==> src/rtl/mips_multicycle_control_if.sv <==
// Control-to-datapath bundle for the multicycle MIPS controller.
// The controller is the master: it consumes opcode/mem_ready and drives every select and enable.
interface mips_multicycle_control_if #(
    parameter int unsigned OPW = 6,
    parameter int unsigned STW = 4
);
    logic [OPW-1:0] opcode;
    logic           mem_ready;
    logic           PCWrite;
    logic           PCWriteCond;
    logic           IorD;
    logic           MemRead;
    logic           MemWrite;
    logic           IRWrite;
    logic           MemtoReg;
    logic           RegDst;
    logic           RegWrite;
    logic           ALUSrcA;
    logic [1:0]     ALUSrcB;
    logic [2:0]     ALUOp;
    logic [1:0]     PCSource;
    logic [STW-1:0] state;
    logic           illegal_op;

    modport master (
        input  opcode, mem_ready,
        output PCWrite, PCWriteCond, IorD, MemRead, MemWrite, IRWrite, MemtoReg, RegDst,
               RegWrite, ALUSrcA, ALUSrcB, ALUOp, PCSource, state, illegal_op
    );

    modport slave (
        output opcode, mem_ready,
        input  PCWrite, PCWriteCond, IorD, MemRead, MemWrite, IRWrite, MemtoReg, RegDst,
               RegWrite, ALUSrcA, ALUSrcB, ALUOp, PCSource, state, illegal_op
    );
endinterface

==> src/rtl/mips_multicycle_control.sv <==
// Main Moore control FSM for the multicycle MIPS datapath: sequences fetch/decode/execute/
// memory/writeback and decodes every datapath select, write enable and the ALUOp code.
module mips_multicycle_control #(
    parameter int unsigned OPW = 6,
    parameter int unsigned STW = 4
) (
    input logic                        clk,
    input logic                        rst_n,
    mips_multicycle_control_if.master  bus
);
    localparam logic [STW-1:0] FETCH  = 4'd0;
    localparam logic [STW-1:0] DECODE = 4'd1;
    localparam logic [STW-1:0] MEMADR = 4'd2;
    localparam logic [STW-1:0] MEMRD  = 4'd3;
    localparam logic [STW-1:0] MEMWB  = 4'd4;
    localparam logic [STW-1:0] MEMWR  = 4'd5;
    localparam logic [STW-1:0] EXEC_R = 4'd6;
    localparam logic [STW-1:0] ALUWB  = 4'd7;
    localparam logic [STW-1:0] BEQ    = 4'd8;
    localparam logic [STW-1:0] IMM_EX = 4'd9;
    localparam logic [STW-1:0] IMM_WB = 4'd10;
    localparam logic [STW-1:0] JUMP   = 4'd11;

    localparam logic [OPW-1:0] OP_R    = 6'b000000;
    localparam logic [OPW-1:0] OP_LW   = 6'b100011;
    localparam logic [OPW-1:0] OP_SW   = 6'b101011;
    localparam logic [OPW-1:0] OP_BEQ  = 6'b000100;
    localparam logic [OPW-1:0] OP_J    = 6'b000010;
    localparam logic [OPW-1:0] OP_ADDI = 6'b001000;
    localparam logic [OPW-1:0] OP_ANDI = 6'b001100;
    localparam logic [OPW-1:0] OP_ORI  = 6'b001101;

    logic [STW-1:0] state_q, state_d;

    logic       pc_write, pc_write_cond, i_or_d, mem_read, mem_write, ir_write;
    logic       mem_to_reg, reg_dst, reg_write, alu_src_a, illegal;
    logic [1:0] alu_src_b, pc_source;
    logic [2:0] alu_op;

    always_ff @(posedge clk or negedge rst_n) begin
        if (!rst_n) begin
            state_q <= FETCH;
        end else begin
            state_q <= state_d;
        end
    end

    always_comb begin
        state_d       = FETCH;
        pc_write      = 1'b0;
        pc_write_cond = 1'b0;
        i_or_d        = 1'b0;
        mem_read      = 1'b0;
        mem_write     = 1'b0;
        ir_write      = 1'b0;
        mem_to_reg    = 1'b0;
        reg_dst       = 1'b0;
        reg_write     = 1'b0;
        alu_src_a     = 1'b0;
        alu_src_b     = 2'b00;
        alu_op        = 3'b000;
        pc_source     = 2'b00;
        illegal       = 1'b0;
        case (state_q)
            FETCH: begin
                mem_read  = 1'b1;
                alu_src_b = 2'b01;
                ir_write  = bus.mem_ready;
                pc_write  = bus.mem_ready;
                state_d   = bus.mem_ready ? DECODE : FETCH;
            end
            DECODE: begin
                alu_src_b = 2'b11;
                case (bus.opcode)
                    OP_R:                     state_d = EXEC_R;
                    OP_LW, OP_SW:             state_d = MEMADR;
                    OP_BEQ:                   state_d = BEQ;
                    OP_J:                     state_d = JUMP;
                    OP_ADDI, OP_ANDI, OP_ORI: state_d = IMM_EX;
                    default: begin
                        illegal = 1'b1;
                        state_d = FETCH;
                    end
                endcase
            end
            MEMADR: begin
                alu_src_a = 1'b1;
                alu_src_b = 2'b10;
                if (bus.opcode == OP_LW) begin
                    state_d = MEMRD;
                end else if (bus.opcode == OP_SW) begin
                    state_d = MEMWR;
                end
            end
            MEMRD: begin
                mem_read = 1'b1;
                i_or_d   = 1'b1;
                state_d  = bus.mem_ready ? MEMWB : MEMRD;
            end
            MEMWB: begin
                reg_write  = 1'b1;
                mem_to_reg = 1'b1;
            end
            MEMWR: begin
                mem_write = 1'b1;
                i_or_d    = 1'b1;
                state_d   = bus.mem_ready ? FETCH : MEMWR;
            end
            EXEC_R: begin
                alu_src_a = 1'b1;
                alu_op    = 3'b010;
                state_d   = ALUWB;
            end
            ALUWB: begin
                reg_write = 1'b1;
                reg_dst   = 1'b1;
            end
            BEQ: begin
                alu_src_a     = 1'b1;
                alu_op        = 3'b001;
                pc_write_cond = 1'b1;
                pc_source     = 2'b01;
            end
            IMM_EX: begin
                alu_src_a = 1'b1;
                alu_src_b = 2'b10;
                state_d   = IMM_WB;
                case (bus.opcode)
                    OP_ADDI: alu_op = 3'b100;
                    OP_ANDI: alu_op = 3'b101;
                    OP_ORI:  alu_op = 3'b110;
                    default: alu_op = 3'b000;
                endcase
            end
            IMM_WB: begin
                reg_write = 1'b1;
            end
            JUMP: begin
                pc_write  = 1'b1;
                pc_source = 2'b10;
            end
            default: state_d = FETCH;
        endcase
    end

    // Reset gates every output combinationally so an aborted instruction writes nothing.
    assign bus.PCWrite     = rst_n & pc_write;
    assign bus.PCWriteCond = rst_n & pc_write_cond;
    assign bus.IorD        = rst_n & i_or_d;
    assign bus.MemRead     = rst_n & mem_read;
    assign bus.MemWrite    = rst_n & mem_write;
    assign bus.IRWrite     = rst_n & ir_write;
    assign bus.MemtoReg    = rst_n & mem_to_reg;
    assign bus.RegDst      = rst_n & reg_dst;
    assign bus.RegWrite    = rst_n & reg_write;
    assign bus.ALUSrcA     = rst_n & alu_src_a;
    assign bus.ALUSrcB     = rst_n ? alu_src_b : 2'b00;
    assign bus.ALUOp       = rst_n ? alu_op : 3'b000;
    assign bus.PCSource    = rst_n ? pc_source : 2'b00;
    assign bus.illegal_op  = rst_n & illegal;
    assign bus.state       = state_q;
endmodule

==> src/flat_wrapper.sv <==
// flat-port wrapper written by rule: the top's interface ports become plain ports
module mips_multicycle_control_flat 
#(
    parameter int unsigned OPW = 6,
    parameter int unsigned STW = 4
)
  (clk, rst_n, bus_opcode, bus_mem_ready, bus_PCWrite, bus_PCWriteCond, bus_IorD, bus_MemRead, bus_MemWrite, bus_IRWrite, bus_MemtoReg, bus_RegDst, bus_RegWrite, bus_ALUSrcA, bus_ALUSrcB, bus_ALUOp, bus_PCSource, bus_state, bus_illegal_op);
  mips_multicycle_control_if #(.OPW(OPW), .STW(STW)) bus_i ();
  input logic clk;
  input logic rst_n;
  input wire logic [$bits(bus_i.opcode)-1:0] bus_opcode;
  input wire logic [$bits(bus_i.mem_ready)-1:0] bus_mem_ready;
  output wire logic [$bits(bus_i.PCWrite)-1:0] bus_PCWrite;
  output wire logic [$bits(bus_i.PCWriteCond)-1:0] bus_PCWriteCond;
  output wire logic [$bits(bus_i.IorD)-1:0] bus_IorD;
  output wire logic [$bits(bus_i.MemRead)-1:0] bus_MemRead;
  output wire logic [$bits(bus_i.MemWrite)-1:0] bus_MemWrite;
  output wire logic [$bits(bus_i.IRWrite)-1:0] bus_IRWrite;
  output wire logic [$bits(bus_i.MemtoReg)-1:0] bus_MemtoReg;
  output wire logic [$bits(bus_i.RegDst)-1:0] bus_RegDst;
  output wire logic [$bits(bus_i.RegWrite)-1:0] bus_RegWrite;
  output wire logic [$bits(bus_i.ALUSrcA)-1:0] bus_ALUSrcA;
  output wire logic [$bits(bus_i.ALUSrcB)-1:0] bus_ALUSrcB;
  output wire logic [$bits(bus_i.ALUOp)-1:0] bus_ALUOp;
  output wire logic [$bits(bus_i.PCSource)-1:0] bus_PCSource;
  output wire logic [$bits(bus_i.state)-1:0] bus_state;
  output wire logic [$bits(bus_i.illegal_op)-1:0] bus_illegal_op;
  assign bus_i.opcode = bus_opcode;
  assign bus_i.mem_ready = bus_mem_ready;
  assign bus_PCWrite = bus_i.PCWrite;
  assign bus_PCWriteCond = bus_i.PCWriteCond;
  assign bus_IorD = bus_i.IorD;
  assign bus_MemRead = bus_i.MemRead;
  assign bus_MemWrite = bus_i.MemWrite;
  assign bus_IRWrite = bus_i.IRWrite;
  assign bus_MemtoReg = bus_i.MemtoReg;
  assign bus_RegDst = bus_i.RegDst;
  assign bus_RegWrite = bus_i.RegWrite;
  assign bus_ALUSrcA = bus_i.ALUSrcA;
  assign bus_ALUSrcB = bus_i.ALUSrcB;
  assign bus_ALUOp = bus_i.ALUOp;
  assign bus_PCSource = bus_i.PCSource;
  assign bus_state = bus_i.state;
  assign bus_illegal_op = bus_i.illegal_op;
  mips_multicycle_control #(.OPW(OPW), .STW(STW)) u_core (.clk(clk), .rst_n(rst_n), .bus(bus_i));
endmodule
==> config.mk <==
export PLATFORM = sky130hd
export DESIGN_NAME = mips_multicycle_control_flat
export DESIGN_NICKNAME = d
export VERILOG_FILES = /design/src/rtl/mips_multicycle_control_if.sv /design/src/rtl/mips_multicycle_control.sv /design/src/flat_wrapper.sv
export SDC_FILE = /design/constraint.sdc
export NUM_CORES = 1
export LEC_CHECK = 0
export BUFFER_PORTS_ARGS = -buffer_cell sky130_fd_sc_hd__buf_2
export CORE_MARGIN = 5
export CORE_UTILIZATION = 45
export CTS_CLUSTER_DIAMETER = 40
export DETAILED_ROUTE_END_ITERATION = 10
export PLACE_DENSITY = 0.9
export SLEW_MARGIN = 20
export SYNTH_ARGS = -nofsm -noshare
export SYNTH_HDL_FRONTEND = slang
export SYNTH_SLANG_ARGS = --single-unit
==> constraint.sdc <==
create_clock -name clk -period 1.5 [get_ports clk]
set_input_delay 0.075 -clock clk [delete_from_list [all_inputs] [get_ports clk]]
set_output_delay 0.075 -clock clk [all_outputs]
set_load 0.02 [all_outputs]
==> run summary, run 1 <==
Synthesis-to-finish area growth -> 79.1%
Switching Share -> 0.503
Detailed Place HPWL -> 1700 µm
Critical path class -> reg2out
Starting DRT DRC Count -> 37
Fin util -> 0.873
Initial antenna violation count -> 0
Clk Latency, worst-skew pair -> 0.26 ns
Starting density of the core -> 0.487
Post-Layout Cell Count -> 151
Post-synth top cells -> nand2_1, nor2_1, buf_6, nand2b_1
Top FF cell, synth -> dfrtp_1
Yosys cell types -> 41
H-tree depth -> 1
Layout cells sized above 1 -> 0.647
Multi-input logic area -> 642 µm²
Placed cell count -> 138
Routability Congestion -> 0.933
Clock network power share -> 0.098
Core Footprint -> 1350 µm²
Final WL -> 3010 µm
Min Clock Period, post-route -> 1.66 ns
Yosys warning total -> 0
Post-DR vias/cell -> 6.17
Vias -> 931
Startpoint Class -> flop
FMAX -> 0.604 GHz
Crit path required time -> 1.42 ns
GRT Resource Usage Total -> 0.241
Storage cell area -> 103 µm²
Status -> finished with violations
Detail Route Antenna Nets -> 0
Sequential area share after synthesis -> 0.152
Share of total power in combinational logic -> 0.781
Largest cells by area after synthesis -> dfrtp_1, buf_6, nand2_1
Slew Viols, Final -> 0
Internal Power -> 786 µW
Largest net degree at the start of global routing -> 10
Clk sink count -> 4
Power Density -> 1340 nW/µm²
Critical path, cell by cell -> nor2b_4 > nand2_2 > or4_4 > o21ai_2 > buf_6
Final Total Pwr -> 1.58 mW
Final hold violations -> 0
Slowest stage cell on the critical path -> dfrtp_1
Num CTS Buffers -> 3
Die width -> 48.2 µm
Root buffer cell -> clkbuf_4
NetSw -> 796 µW
Crit. End Element -> primary output
Total grt overflow -> 0
Synth Instances -> 90
Layout Skew -> 0.0141 ns
Port bufs -> 30
IR drop worst, VDD -> 1.04 mV
Final worst-path cycle share -> 1.10
Failing checks -> setup timing
Reg power frac -> 0.122
# rows -> 13
Hold WS -> 0.164 ns
Min-Delay Path Class -> in2reg
Max reg flops -> 4
Worst Max-Slew Pin Slew -> 0.341 ns
Leakage -> 0.549 nW
Mapped Nets -> 99
Asr flop ratio synth -> 1.00
Slew Limit Headroom -> 0.771
Clock Pin Slew Worst Setup and Hold Paths -> 0.05 ns
Yosys top cell area share -> 0.152
EDFF count, synth -> 0
Final setup vio count -> 13
Number of synthesized register bits -> 4
Fillers -> 74
Max Buffers Root-to-Sink -> 2
Unrepaired setup endpoints after global routing -> yes
I/O pin cnt -> 31
Die area -> 2330 µm²
Final #Nets -> 147
First-pass GRT wire length -> 3840 µm
Cell taking the most area after synthesis -> dfrtp_1
Final WS setup -> -0.156 ns
Vias in the first global route -> 862
WP data arrival -> 1.58 ns
Crit path largest cell delay -> 0.42 ns
CTS tree -> built
MaxCap Viol Count -> 0
Pre-antenna DRT Iters -> 5
Die H -> 48.2 µm
Post-DR wirelength/cell -> 19.9 µm
Worst Path Max Fanout -> 5
Mean Syn Cell Area -> 7.31 µm²
Cell Area, Synth -> 658 µm²
Inserted Diodes -> 0
DRC -> 0
## power groups by stage
stage	sequential [mW]	clock [mW]	combinational [mW]
2_1_floorplan	0.214	0	0.545
3_3_place_gp	0.189	0	0.759
3_5_place_dp	0.193	0	0.787
4_1_cts	0.187	0.142	0.947
5_1_grt	0.195	0.155	1.30
6_report	0.193	0.154	1.24
## cells in the final DEF (no fill, tap or decap), drive strengths merged, types with 3 or more instances in the layout
master	n
nor4	3
clkbuf	3
and3	3
a21oi	3
nor3	4
nor3b	4
o21ai	6
buf	49
inv	4
nand2b	5
dfrtp	4
nor2	10
nand2	9
## worst max-delay path: cells and delay by family, from the launching register on
| kind | cells | cell delay (ns) |
|---|---|---|
| flops | 1 | 0.42 |
| simple gates | 3 | 0.68 |
| compound gates | 1 | 0.08 |
| buf+inv | 1 | 0.13 |
## final cells by class
type	count	area share
Clock buffer	3	0.0191
Inverter	4	0.0127
Multi-Input combinational cell	75	0.545
Sequential cell	4	0.0870
Tap cell	15	0.0159
Timing Repair Buffer	50	0.321
## metal layers
layer	global-route usage	wire length, µm	share of wire
met5	0	0	0
met4	0.140	135	0.045
met3	0.0369	287	0.095
met2	0.474	1510	0.50
met1	0.229	1080	0.36
## cell families (layout without fill, tap and decap cells)
group | count (synthesis) | after routing | share of synthesized area
mux | 1 | 1 | 0.0152
buf+inv | 11 | 57 | 0.131
flops | 4 | 4 | 0.152
compound gates | 20 | 20 | 0.226
simple gates | 53 | 53 | 0.462
xor+xnor | 1 | 1 | 0.0133
## what timing repair did
action	in CTS	in global routing
gates resized for setup	23	33
hold buffers	1	0
hold endpoints to repair	4	0
setup buffers	6	3
setup endpoints to repair	12	18
pin swaps	4	11
## per-stage QoR
stage | setup TNS (ns) | worst slack [ns] | cell area (µm²)
2_1_floorplan | -0.0260 | -0.0260 | 684
3_3_place_gp | 0 | 0.114 | 857
3_5_place_dp | 0 | 0.0804 | 857
4_1_cts | -0.0811 | -0.0500 | 1010
5_1_grt | -1.75 | -0.196 | 1180
6_report | -1.09 | -0.156 | 1180
## path summary, 6_finish.rpt
check                                                    from                             to  slack, ns  depth (start not counted)
worst max register to register  u_core.bus.state[2]$_DFF_PN0_  u_core.bus.state[1]$_DFF_PN0_      -0.03                          6
worst min register to register  u_core.bus.state[3]$_DFF_PN0_  u_core.bus.state[0]$_DFF_PN0_       0.83                          3
worst min-delay path                            bus_mem_ready  u_core.bus.state[0]$_DFF_PN0_       0.16                          3
min in group asynchronous                               rst_n  u_core.bus.state[0]$_DFF_PN0_       0.34                          2
max in group asynchronous                               rst_n  u_core.bus.state[1]$_DFF_PN0_       0.94                          2
worst max-delay path            u_core.bus.state[3]$_DFF_PN0_                   bus_ALUOp[1]      -0.16                          5
No activity file was read; power rests on OpenSTA's default activity.
==> inputs of run 2 (changes only) <==
Clock period 1.5 ns to 1.9 ns, I/O delays scaled along.
==> run summary, run 2 (same netlist as run 1, synthesis figures left out) <==
CTS tree -> built
# rows -> 13 (unchanged)
Final Cell Area -> 815 µm² (-31%)
Final worst-path cycle share -> 0.966
DRC -> 0 (unchanged)
Worst Path Max Fanout -> 7 (+2)
Post-CTS setup buffers -> 0 (-6)
Clk sink count -> 4 (unchanged)
Die width -> 48.2 µm (unchanged)
CP delay by family, top -> simple AND/OR/NAND/NOR gates
Critical path class -> reg2out
FMAX -> 0.545 GHz
Synthesis-to-finish area growth -> 23.8%
Commonest cells after routing, fill and taps aside -> buf_2, nand2_1, nor2_1
Leakage -> 0.412 nW (-25%)
Slew Viols, Final -> 0 (unchanged)
Critical path, cell by cell -> nor2b_2 > nand2_1 > or4_1 > o21ai_1 > buf_2
Post-DR wirelength/cell -> 14.5 µm (-27%)
Detail Route Antenna Nets -> 0 (unchanged)
I/O pin cnt -> 31 (unchanged)
DR WL met2 -> 871 µm (-42%)
Fillers -> 132 (+78%)
Pre-CTS setup slack -> 0.306 ns (+0.226 ns)
Largest net degree at the start of global routing -> 19 (+9)
Die H -> 48.2 µm (unchanged)
Total grt overflow -> 0 (unchanged)
Power Density -> 1010 nW/µm² (-24%)
Clock Pin Slew Worst Setup and Hold Paths -> 0.04 ns (about the same)
Detailed Place HPWL -> 1420 µm (-17%)
Layout cells sized above 1 -> 0.387 (-0.261)
Root buffer cell -> clkbuf_4
Crit path largest cell delay -> 0.44 ns (+0.02 ns)
MaxCap Viol Count -> 0 (unchanged)
Status -> finished, final reports clean
Port bufs -> 30 (unchanged)
Min Clock Period, post-route -> 1.84 ns
Final WL -> 1940 µm (-36%)
Routability Congestion -> 0.892 (-4.3%)
Slew Limit Headroom -> 0.747 (-0.0234)
Crit. End Element -> primary output
Startpoint Class -> flop
Starting DRT DRC Count -> 31 (-16%)
IR drop worst, VDD -> 0.698 mV (-33%)
Pre-antenna DRT Iters -> 4 (-1)
GRT Resource Usage Total -> 0.170 (-0.0712)
Worst Max-Slew Pin Slew -> 0.376 ns (+0.0344 ns)
Final hold violations -> 0 (unchanged)
Final setup vio count -> 0 (-13)
Max reg flops -> 4 (unchanged)
Crit path required time -> 1.80 ns (+0.38 ns)
Met3 WL -> 237 µm (-17%)
Die area -> 2330 µm² (unchanged)
Final #Nets -> 130 (-12%)
Initial antenna violation count -> 0 (unchanged)
First-pass GRT wire length -> 2780 µm (-28%)
Starting density of the core -> 0.487 (unchanged)
H-tree depth -> 1 (unchanged)
Min-Delay Path Class -> in2reg
Vias in the first global route -> 648 (-25%)
Core Footprint -> 1350 µm² (unchanged)
Worst Path Buf+Inv -> 1 (unchanged)
Inserted Diodes -> 0 (unchanged)
Final WS setup -> 0.0639 ns (+0.220 ns)
Clk Latency, worst-skew pair -> 0.24 ns (-0.02 ns)
Vias -> 829 (-11%)
Num CTS Buffers -> 3 (unchanged)
DR top layer -> met4
Max Buffers Root-to-Sink -> 2 (unchanged)
Most common cell after layout, fill and taps aside -> buf_2
Post-DR vias/cell -> 6.19 (+0.34%)
Slowest stage cell on the critical path -> dfrtp_1
Layout Skew -> 0.0114 ns (-0.00273 ns)
Cell area after placement -> 771 µm² (-10%)
WP data arrival -> 1.74 ns (+0.16 ns)
M1 WL -> 804 µm (-26%)
run 2: changes by cell type in the layout (fill, tap and decap cells not counted), sizes merged:
cell	change
buf	-17
run 2: worst register-to-register path, stage by stage (launching register included):
cell and delay [ns]:
dfrtp_1 0.38, buf_4 0.21, inv_2 0.08, or3_1 0.36
a311oi_1 0.33, a211o_1 0.15
run 2: repair_timing:
action                     in CTS  in global routing
hold buffers                    1                  0
setup endpoints to repair       0                  2
resized for setup               0                  4
hold endpoints to repair        4                  0
run 2: path summary, 6_finish.rpt:
path,slack (ns),from,cells past startpoint,endpoint
setup reg to reg,0.33,u_core.bus.state[2]$_DFF_PN0_,5,u_core.bus.state[2]$_DFF_PN0_
max in group asynchronous,1.45,rst_n,2,u_core.bus.state[1]$_DFF_PN0_
hold / removal,0.18,bus_mem_ready,3,u_core.bus.state[0]$_DFF_PN0_
setup / recovery,0.06,u_core.bus.state[3]$_DFF_PN0_,5,bus_ALUOp[1]
hold reg to reg,0.74,u_core.bus.state[3]$_DFF_PN0_,2,u_core.bus.state[0]$_DFF_PN0_
min in group asynchronous,0.26,rst_n,2,u_core.bus.state[0]$_DFF_PN0_
run 2: metrics by stage:
step | power, mW | util | hold slack [ns] | cells | TNS (ns)
finish | 0.826 | 0.603 | 0.184 | 134 | 0
global route | 0.883 | 0.603 | 0.174 | 134 | -0.0262
CTS | 0.809 | 0.595 | 0.178 | 134 | 0
detailed placement | 0.694 | 0.571 | -0.0626 | 130 | 0
global placement | 0.682 | 0.571 | -0.0647 | 130 | 0
floorplan | 0.584 | - | -0.201 | 90 | 0
run 2: routing by layer:
layer  vias up  track usage
met2        60        0.281
met5         -            0
met1       378        0.216
li1        387            -
met3         4       0.0517
met4         0       0.0376
run 2: final cells by class:
type / count / area, µm² / area share
sequential: 4 / 103 / 0.126
multi-input combinational: 75 / 480 / 0.590
timing repair buffer: 33 / 175 / 0.215
inverter: 4 / 15.0 / 0.0184
clock buffer: 3 / 22.5 / 0.0276
tap: 15 / 18.8 / 0.0230
run 2: where the power goes:
part	internal (mW)	total (mW)	switching (mW)	leakage (nW)
sequential	0.112	0.184	0.0723	0.0499
combinational	0.210	0.534	0.325	0.349
clock	0.0708	0.108	0.0372	0.0138
